===== src/rtl/tetris_move_gen_if.sv =====
// Bundle between the controller reader / piece logic and tetris_move_gen.
// Handshake: buttons_valid is a one-cycle sample strobe with no back-pressure.
// A command transfers on every rising clk edge where cmd_valid and cmd_ready
// are both high. While cmd_valid is high and cmd_ready is low, cmd holds.
interface tetris_move_gen_if;
  logic [7:0] buttons;
  logic       buttons_valid;
  logic [2:0] cmd;
  logic       cmd_valid;
  logic       cmd_ready;
  logic       paused;

  modport master (
    output buttons,
    output buttons_valid,
    output cmd_ready,
    input  cmd,
    input  cmd_valid,
    input  paused
  );

  modport slave (
    input  buttons,
    input  buttons_valid,
    input  cmd_ready,
    output cmd,
    output cmd_valid,
    output paused
  );
endinterface


===== src/rtl/tetris_move_gen.sv =====
// Debounces NES button samples, generates press/auto-repeat game commands,
// queues them in a coalescing pending mask and emits one per transfer in
// fixed priority order. All parameters must fit in 8 bits.
module tetris_move_gen #(
  parameter int DEBOUNCE  = 2,
  parameter int DAS_DELAY = 16,
  parameter int DAS_RATE  = 6,
  parameter int DROP_RATE = 3
) (
  input logic              clk,
  input logic              reset,
  tetris_move_gen_if.slave io
);
  localparam logic [7:0] DBN    = 8'(DEBOUNCE);
  localparam logic [7:0] DAS_D  = 8'(DAS_DELAY);
  localparam logic [7:0] DAS_R  = 8'(DAS_RATE);
  localparam logic [7:0] DROP_R = 8'(DROP_RATE);

  // Button bit positions in the raw vector.
  localparam int B_A     = 7;
  localparam int B_B     = 6;
  localparam int B_START = 4;
  localparam int B_UP    = 3;
  localparam int B_DOWN  = 2;
  localparam int B_LEFT  = 1;
  localparam int B_RIGHT = 0;

  // Command codes, which double as pending-mask bit positions.
  localparam int C_LEFT  = 0;
  localparam int C_RIGHT = 1;
  localparam int C_SOFT  = 2;
  localparam int C_HARD  = 3;
  localparam int C_CW    = 4;
  localparam int C_CCW   = 5;
  localparam int C_PAUSE = 6;

  logic [7:0] stable_q, stable_d;
  logic [7:0] db_cnt_q [8];
  logic [7:0] db_cnt_d [8];
  logic [7:0] left_cnt_q, left_cnt_d;
  logic [7:0] right_cnt_q, right_cnt_d;
  logic [7:0] down_cnt_q, down_cnt_d;
  logic       paused_q, paused_d;
  logic [6:0] pend_q, pend_d;
  logic [2:0] cmd_q, cmd_d;
  logic       cmd_valid_q, cmd_valid_d;
  logic [6:0] ev;
  logic       load;
  logic [2:0] pick;

  // One repeat step for a held direction: returns {event, next counter}.
  // A counter of 0 while held means repeating is idle (e.g. held across pause).
  function automatic logic [8:0] das_step(
    input logic       held,
    input logic       press,
    input logic       other_released,
    input logic [7:0] cnt,
    input logic [7:0] load_v,
    input logic [7:0] reload_v
  );
    if (!held)                return {1'b0, 8'd0};
    else if (press)           return {1'b1, load_v};
    else if (other_released)  return {1'b0, load_v};
    else if (cnt == 8'd1)     return {1'b1, reload_v};
    else if (cnt != 8'd0)     return {1'b0, cnt - 8'd1};
    else                      return {1'b0, 8'd0};
  endfunction

  // Highest-priority pending command.
  function automatic logic [2:0] pick_cmd(input logic [6:0] p);
    if (p[C_PAUSE])     return 3'(C_PAUSE);
    else if (p[C_HARD]) return 3'(C_HARD);
    else if (p[C_CW])   return 3'(C_CW);
    else if (p[C_CCW])  return 3'(C_CCW);
    else if (p[C_LEFT]) return 3'(C_LEFT);
    else if (p[C_RIGHT]) return 3'(C_RIGHT);
    else                return 3'(C_SOFT);
  endfunction

  // Per-button debounce counters; they only move on sample strobes.
  always_comb begin
    stable_d = stable_q;
    db_cnt_d = db_cnt_q;
    if (io.buttons_valid) begin
      for (int i = 0; i < 8; i++) begin
        if (io.buttons[i] != stable_q[i]) begin
          if (db_cnt_q[i] + 8'd1 == DBN) begin
            stable_d[i] = io.buttons[i];
            db_cnt_d[i] = 8'd0;
          end else begin
            db_cnt_d[i] = db_cnt_q[i] + 8'd1;
          end
        end else begin
          db_cnt_d[i] = 8'd0;
        end
      end
    end
  end

  logic press_a, press_b, press_start, press_up, press_down, press_left, press_right;
  logic left_held, right_held, left_gone, right_gone;
  logic [8:0] l_step, r_step, d_step;

  assign press_a     = stable_d[B_A]     & ~stable_q[B_A];
  assign press_b     = stable_d[B_B]     & ~stable_q[B_B];
  assign press_start = stable_d[B_START] & ~stable_q[B_START];
  assign press_up    = stable_d[B_UP]    & ~stable_q[B_UP];
  assign press_down  = stable_d[B_DOWN]  & ~stable_q[B_DOWN];
  assign press_left  = stable_d[B_LEFT]  & ~stable_q[B_LEFT];
  assign press_right = stable_d[B_RIGHT] & ~stable_q[B_RIGHT];
  assign left_held   = stable_d[B_LEFT];
  assign right_held  = stable_d[B_RIGHT];
  // The opposite direction dropping out restarts the survivor at DAS_DELAY.
  assign left_gone   = stable_q[B_LEFT]  & ~stable_d[B_LEFT];
  assign right_gone  = stable_q[B_RIGHT] & ~stable_d[B_RIGHT];

  assign l_step = das_step(left_held, press_left, right_gone, left_cnt_q, DAS_D, DAS_R);
  assign r_step = das_step(right_held, press_right, left_gone, right_cnt_q, DAS_D, DAS_R);
  assign d_step = das_step(stable_d[B_DOWN], press_down, 1'b0, down_cnt_q, DROP_R, DROP_R);

  // Event generation, pause toggling and repeat counters for this sample.
  always_comb begin
    ev          = '0;
    left_cnt_d  = left_cnt_q;
    right_cnt_d = right_cnt_q;
    down_cnt_d  = down_cnt_q;
    paused_d    = paused_q ^ press_start;
    ev[C_PAUSE] = press_start;
    if (io.buttons_valid) begin
      if (paused_d) begin
        left_cnt_d  = 8'd0;
        right_cnt_d = 8'd0;
        down_cnt_d  = 8'd0;
      end else begin
        ev[C_HARD] = press_up;
        ev[C_CW]   = press_a;
        ev[C_CCW]  = press_b;
        if (left_held && right_held) begin
          left_cnt_d  = DAS_D;
          right_cnt_d = DAS_D;
        end else begin
          ev[C_LEFT]  = l_step[8];
          left_cnt_d  = l_step[7:0];
          ev[C_RIGHT] = r_step[8];
          right_cnt_d = r_step[7:0];
        end
        ev[C_SOFT] = d_step[8];
        down_cnt_d = d_step[7:0];
      end
    end
  end

  assign load = !cmd_valid_q || io.cmd_ready;
  assign pick = pick_cmd(pend_q);

  // Output register reload and pending-mask update; new events are OR-ed in
  // last so one landing on the bit being drained is kept.
  always_comb begin
    pend_d      = pend_q;
    cmd_d       = cmd_q;
    cmd_valid_d = cmd_valid_q;
    if (load) begin
      cmd_valid_d = |pend_q;
      if (|pend_q) begin
        cmd_d  = pick;
        pend_d = pend_d & ~(7'b1 << pick);
      end
    end
    if (press_start && !paused_q) begin
      pend_d[5:0] = '0;
    end
    pend_d = pend_d | ev;
  end

  // Input-side state: debounce, repeat counters, pause flag.
  always_ff @(posedge clk or negedge reset) begin
    if (!reset) begin
      stable_q    <= '0;
      for (int i = 0; i < 8; i++) db_cnt_q[i] <= '0;
      left_cnt_q  <= '0;
      right_cnt_q <= '0;
      down_cnt_q  <= '0;
      paused_q    <= 1'b0;
    end else begin
      stable_q    <= stable_d;
      for (int i = 0; i < 8; i++) db_cnt_q[i] <= db_cnt_d[i];
      left_cnt_q  <= left_cnt_d;
      right_cnt_q <= right_cnt_d;
      down_cnt_q  <= down_cnt_d;
      paused_q    <= paused_d;
    end
  end

  // Output-side state: pending mask and command register.
  always_ff @(posedge clk or negedge reset) begin
    if (!reset) begin
      pend_q      <= '0;
      cmd_q       <= '0;
      cmd_valid_q <= 1'b0;
    end else begin
      pend_q      <= pend_d;
      cmd_q       <= cmd_d;
      cmd_valid_q <= cmd_valid_d;
    end
  end

  assign io.cmd       = cmd_q;
  assign io.cmd_valid = cmd_valid_q;
  assign io.paused    = paused_q;
endmodule


===== src/flat_wrapper.sv =====
// flat-port wrapper written by rule: the top's interface ports become plain ports
module tetris_move_gen_flat 
#(
  parameter int DEBOUNCE  = 2,
  parameter int DAS_DELAY = 16,
  parameter int DAS_RATE  = 6,
  parameter int DROP_RATE = 3
)
  (clk, reset, io_buttons, io_buttons_valid, io_cmd_ready, io_cmd, io_cmd_valid, io_paused);
  tetris_move_gen_if io_i ();
  input logic clk;
  input logic reset;
  input wire logic [$bits(io_i.buttons)-1:0] io_buttons;
  input wire logic [$bits(io_i.buttons_valid)-1:0] io_buttons_valid;
  input wire logic [$bits(io_i.cmd_ready)-1:0] io_cmd_ready;
  output wire logic [$bits(io_i.cmd)-1:0] io_cmd;
  output wire logic [$bits(io_i.cmd_valid)-1:0] io_cmd_valid;
  output wire logic [$bits(io_i.paused)-1:0] io_paused;
  assign io_i.buttons = io_buttons;
  assign io_i.buttons_valid = io_buttons_valid;
  assign io_i.cmd_ready = io_cmd_ready;
  assign io_cmd = io_i.cmd;
  assign io_cmd_valid = io_i.cmd_valid;
  assign io_paused = io_i.paused;
  tetris_move_gen #(.DEBOUNCE(DEBOUNCE), .DAS_DELAY(DAS_DELAY), .DAS_RATE(DAS_RATE), .DROP_RATE(DROP_RATE)) u_core (.clk(clk), .reset(reset), .io(io_i));
endmodule

===== config.mk =====
export PLATFORM = sky130hd
export DESIGN_NAME = tetris_move_gen_flat
export DESIGN_NICKNAME = d
export VERILOG_FILES = /design/src/rtl/tetris_move_gen_if.sv /design/src/rtl/tetris_move_gen.sv /design/src/flat_wrapper.sv
export SDC_FILE = /design/constraint.sdc
export NUM_CORES = 1
export LEC_CHECK = 0
export ABC_CLOCK_PERIOD_IN_PS = 5650
export CAP_MARGIN = 20
export CORE_MARGIN = 1
export CORE_UTILIZATION = 55
export CTS_CLUSTER_DIAMETER = 60
export CTS_CLUSTER_SIZE = 40
export DETAILED_ROUTE_END_ITERATION = 8
export PLACE_DENSITY_LB_ADDON = 0.15
export SYNTH_ARGS = -nofsm -noshare
export SYNTH_HDL_FRONTEND = slang
export SYNTH_SLANG_ARGS = --single-unit

===== constraint.sdc =====
create_clock -name clk -period 5.65 [get_ports clk]
set_input_delay 0.565 -clock clk [delete_from_list [all_inputs] [get_ports clk]]
set_output_delay 0.565 -clock clk [all_outputs]
set_load 0.005 [all_outputs]

* Word-level counts from Yosys, hierarchy flattened
Cells that the tools add are included.
** Word-level totals
- Bits of input ports :: 12
- Bits in latches :: 0
- Bits in registers :: 108
- Memories kept :: 0
- RAM bits :: 0
- Logic and storage cells :: 145
- Output and inout port bits :: 5
- ROM bits :: 0
** Operators by class
- Eq/ne operators :: 19
- Bitwise operators :: 22
- Magnitude comparators :: 0
- Reductions and logical operators :: 11
- Multiply operators :: 0
- Add/sub/neg operators :: 11
- Divide/modulo/power cells :: 0
- Multiplexer cells :: 64
- Shifts and indexed selects :: 1
** Operators by type and width (count)
- $mux W8 :: 25
- $mux W9 :: 11
- $add A8 B1 Y8 const B :: 8
- $eq A8 B2 Y1 const B :: 8
- $eq A8 B1 Y1 const B :: 3
- $reduce_bool A8 Y1 :: 3
- $sub A8 B1 Y8 const B :: 3
- $mux W6 :: 3
- $mux W1 :: 16
- $mux W3 :: 5
- $mux W7 :: 2
- $and A1 B1 Y1 :: 9
- $not A1 Y1 :: 9
- $ne A1 B1 Y1 :: 8
- $and A7 B7 Y7 :: 1
- $not A7 Y7 :: 1
- $or A7 B7 Y7 :: 1
- $reduce_or A7 Y1 :: 1
- $shl A1 B3 Y7 const A :: 1
- $mux W2 :: 2
- $reduce_and A3 Y1 :: 1
- $logic_and A1 B1 Y1 :: 2
- $logic_not A1 Y1 :: 2
- $reduce_and A2 Y1 :: 1
- other kinds (2) :: 2

* Depth between registers and ports, before layout
- Depth in word-level cells :: 14
- Mapped depth :: 15

* Worst setup path before layout
OpenSTA, ideal clock, no wires.
- Kind :: reg-to-reg
- From :: reg u_core.db_cnt_q[24] in the netlist's numbering
- To :: reg u_core.left_cnt_q[5]
- Period minus slack after synthesis :: 3091 ps
- Arrival :: 3022 ps
- Library setup time :: 68 ps
- Setup slack :: 2559 ps
- Stages on the path, launching flop included :: 15
- Cell sequence :: dfrtp_1 > ha_1 > nor4_1 > a31oi_1 > nor4bb_1 > nand2_1 > nor3b_1 > ha_1 > inv_1 > nor2_1 > and3_1 > o311ai_1 > nor2_1 > a21o_1 > a32o_1
** On the way
- Word-level cells in the longest chain between the ends :: 8
** Ends and longest elaborated chain
- start, declared :: line tetris_move_gen.sv:38 : logic [7:0] db_cnt_q [8];
- $add A8 B1 Y8 :: line tetris_move_gen.sv:87 : if (db_cnt_q[i] + 8'd1 == DBN) begin
- $eq A8 B2 Y1 :: line tetris_move_gen.sv:87
- $mux W1 :: line tetris_move_gen.sv:87
- $mux W1 :: line tetris_move_gen.sv:86 : if (io.buttons[i] != stable_q[i]) begin
- $mux W8 :: line tetris_move_gen.sv:84 : if (io.buttons_valid) begin
- $and A1 B1 Y1 :: line tetris_move_gen.sv:106 : assign press_start = stable_d[B_START] & ~stable_q[B_START];
- $xor A1 B1 Y1 :: line tetris_move_gen.sv:127 : paused_d = paused_q ^ press_start;
- via u_core.paused_d :: line tetris_move_gen.sv:43 : logic paused_q, paused_d;
- $mux W8 :: line tetris_move_gen.sv:130 : if (paused_d) begin
- end signal, assigned :: line tetris_move_gen.sv:187 : left_cnt_q <= left_cnt_d;
- end, declared :: line tetris_move_gen.sv:40 : logic [7:0] left_cnt_q, left_cnt_d;
The timed path passes the listed nets, and every way through them passes these cells.
A chain may end at the register's enable or synchronous reset.

* Worst setup path after layout
Same ends and word-level chain as after synthesis.

==> out/qor.txt <==
Via count: 5,002
# nets final: 710
Max Buffers Root-to-Sink: 2
Layout fillers: 907
Slew headroom: 0.398
Worst Tran Pin Value: 0.903 ns
Syn Inst Count: 663
Total Wirelength: 12,300 µm
WS Path Type: reg2reg
Via density: 6.12
WHS: 0.103 ns
Post-Synthesis Cell Area: 5970 µm²
Antenna Cells: 0
Mapped Avg Cell Area: 9.01 µm²
Top_reg_cell synth: dfrtp_1
Critical path launch point type: flop
Clock transition at path regs: 0.09 ns
Seq/Total Area, Yosys: 0.415
Fin crit share: 0.628
Async S/R FF share, synth: 1.00
Max-cap violations: 0
First-pass GRT wire length: 21,000 µm
Hold buffers post-CTS: 0
Minimum clock period: 3.55 ns
HPWL Detailed: 8230 µm
Share of layout cells above drive strength 1: 0.0675
Leakage power: 2.91 nW
Final hold violation count: 0
GRT Resource Usage Total: 0.232
Number of port buffers: 15
Number of synthesized register bits: 99
Worst-Skew Late Latency: 0.38 ns
Power Density: 414 nW/µm²
Initial antenna violation count: 0
Number of cell rows: 37
Worst path arrival time: 3.82 ns
Die ar.: 11,300 µm²
Critical path endpoint category: flop
Clock skew: 0.00716 ns
Slew Limit Fails: 0
Max VDD drop: 0.237 mV
Post-CTS Setup Bufs: 0
Initial detailed-routing violation count: 233
Clock Tree Root: clkbuf_8
Die Span X: 106 µm
I/O pins: 17
Post-route ant nets: 0
Worst Hold Class: in2async
Number of synthesized flops with an enable pin: 0
Core area: 10,400 µm²
Status: completed
Die extent in y: 106 µm
Area Growth Syn to Fin: 8.26%
Post-CTS resize count: 0
Number of H-tree levels: 3
Crit Path Max Fanout: 7
Fmax: 0.282 GHz
CTS tree: yes
GP Congestion: 0.842
Syn. warnings: 0
Setup TNS: 0 ns
Mapped Nets: 696
Pin count of the biggest net entering global routing: 72
Number of global-route vias before repair: 4,708
TritonCTS Buffers: 9
Sink Count: 99
GR Overflow Total: 0
Req. time, crit path: 5.92 ns
Util after Layout: 0.621
Netlist cell types: 68
Final Setup Violations: 0
WL/cell: 15.0 µm
RSZ-0062 raised after global routing: false
TritonRoute pass-1 iters: 4
Initial Util: 0.573
# DRC: 0
## where the power goes
part | total, mW | internal (mW) | switching, mW | leakage, nW
clock | 0.504 | 0.258 | 0.247 | 0.108
combinational | 1.13 | 0.481 | 0.646 | 1.45
sequential | 1.05 | 0.859 | 0.188 | 1.34
total | 2.68 | 1.60 | 1.08 | 2.91
## final timing paths
kind                                             startpoint                          endpoint  slack [ns]  depth (start not counted)
max                         u_core.db_cnt_q[24]$_DFFE_PN0P_  u_core.left_cnt_q[5]$_DFFE_PN0P_        2.10                         14
min                                                   reset   u_core.db_cnt_q[27]$_DFFE_PN0P_        0.10                          1
max reg2reg                 u_core.db_cnt_q[24]$_DFFE_PN0P_  u_core.left_cnt_q[5]$_DFFE_PN0P_        2.10                         14
min reg2reg                u_core.down_cnt_q[5]$_DFFE_PN0P_  u_core.down_cnt_q[5]$_DFFE_PN0P_        0.48                          2
max in group asynchronous                             reset  u_core.left_cnt_q[0]$_DFFE_PN0P_        4.31                          2
min in group clk           u_core.down_cnt_q[5]$_DFFE_PN0P_  u_core.down_cnt_q[5]$_DFFE_PN0P_        0.48                          2
## metal layers
metal	part of all wire	up-vias	GRT usage
li1	-	2508	-
met1	0.47	2383	0.288
met2	0.48	100	0.394
met3	0.040	11	0.0576
met4	0.012	0	0.0744
met5	0	-	0
## logic make-up after synthesis
logic type	Yosys count	share of synthesized area
AO/OA/AOI/OAI	196	0.224
XOR/XNOR	24	0.0352
adder cells (fa/ha/maj)	21	0.0440
buffers and inverters	50	0.0329
flip-flops	99	0.415
multiplexers	16	0.0285
AND/OR/NAND/NOR	257	0.221
## cell usage in the layout (no fill, tap or decap), types with 3 or more instances in the layout
master           Yosys  routed
a211o_1              5       5
a211oi_1             3       3
a21o_1               8       8
a21oi_1             17      17
a311oi_1             3       3
a31oi_1              7       7
and2_1               5       5
and3_1              29      29
buf_4                0       6
clkbuf_8             0      10
clkdlybuf4s50_1      0      13
dfrtp_1             99      99
ha_1                21      21
inv_1               32      32
mux2_2               8       8
mux2i_1              8       8
nand2_1             77      77
nand2b_1             6       6
nand3_1             40      40
nand3b_1             4       4
nand4_1              7       7
nand4b_1             4       4
nor2_1              31      31
nor2b_1              4       4
nor3_1              17      17
nor4_1              11      11
o211ai_1             6       6
o21ai_0             72      72
o22ai_1             10      10
o2bb2ai_1           13      13
o31ai_1             15      15
o32ai_1              3       3
o41ai_1              7       7
or2_2                4       4
or3_1                3       3
or4_1                6       6
xnor2_1              5       5
xor2_1              19      19
## registers in the layout, indices dropped and copies added, names as in the netlist
signal and count:
u_core.db_cnt_q 56, u_core.down_cnt_q 8, u_core.left_cnt_q 8, u_core.right_cnt_q 8, u_core.pend_q 7, u_core.stable_q 7, u_core.io.cmd 3, u_core.io.cmd_valid 1
u_core.io.paused 1
## Yosys cell counts, types with 17 or more instances
library cell  number  area (µm²)
nand3_1           40         200
xor2_1            19         166
ha_1              21         263
inv_1             32         120
a21oi_1           17        85.1
nand2_1           77         289
nor2_1            31         116
nor3_1            17        85.1
o21ai_0           72         360
dfrtp_1           99        2480
and3_1            29         181
## stage by stage
stage | std cells | total power [mW] | cell area [µm²] | setup slack, ns
final | 817 | 2.68 | 6460 | 2.10
after global routing | 817 | 2.90 | 6460 | 1.63
after global placement | 802 | 2.13 | 6250 | 2.10
after CTS | 817 | 2.70 | 6460 | 2.05
after floorplan | 663 | 1.89 | 5970 | 2.56
after detailed placement | 802 | 2.18 | 6250 | 2.08
## cell type report
class                   instances  area (µm²)  share of cell area
multi-input cells             514        3300               0.510
clock inverters                 5        77.6              0.0120
clock buffers                  10         138              0.0213
repair buffers                 20         180              0.0279
well taps                     136         170              0.0263
flip-flops and latches         99        2480               0.383
inverters                      33         124              0.0192
## worst max-delay path: stages, from the launching register on
cell      delay, ns
dfrtp_1        0.47
ha_1           0.30
nor4_1         0.29
a31oi_1        0.07
nor4bb_1       0.39
nand2_1        0.14
nor3b_1        0.44
ha_1           0.36
inv_1          0.09
nor2_1         0.05
and3_1         0.17
o311ai_1       0.11
nor2_1         0.18
a21o_1         0.19
a32o_1         0.19
Note: power is estimated with default switching activity, not from simulation.
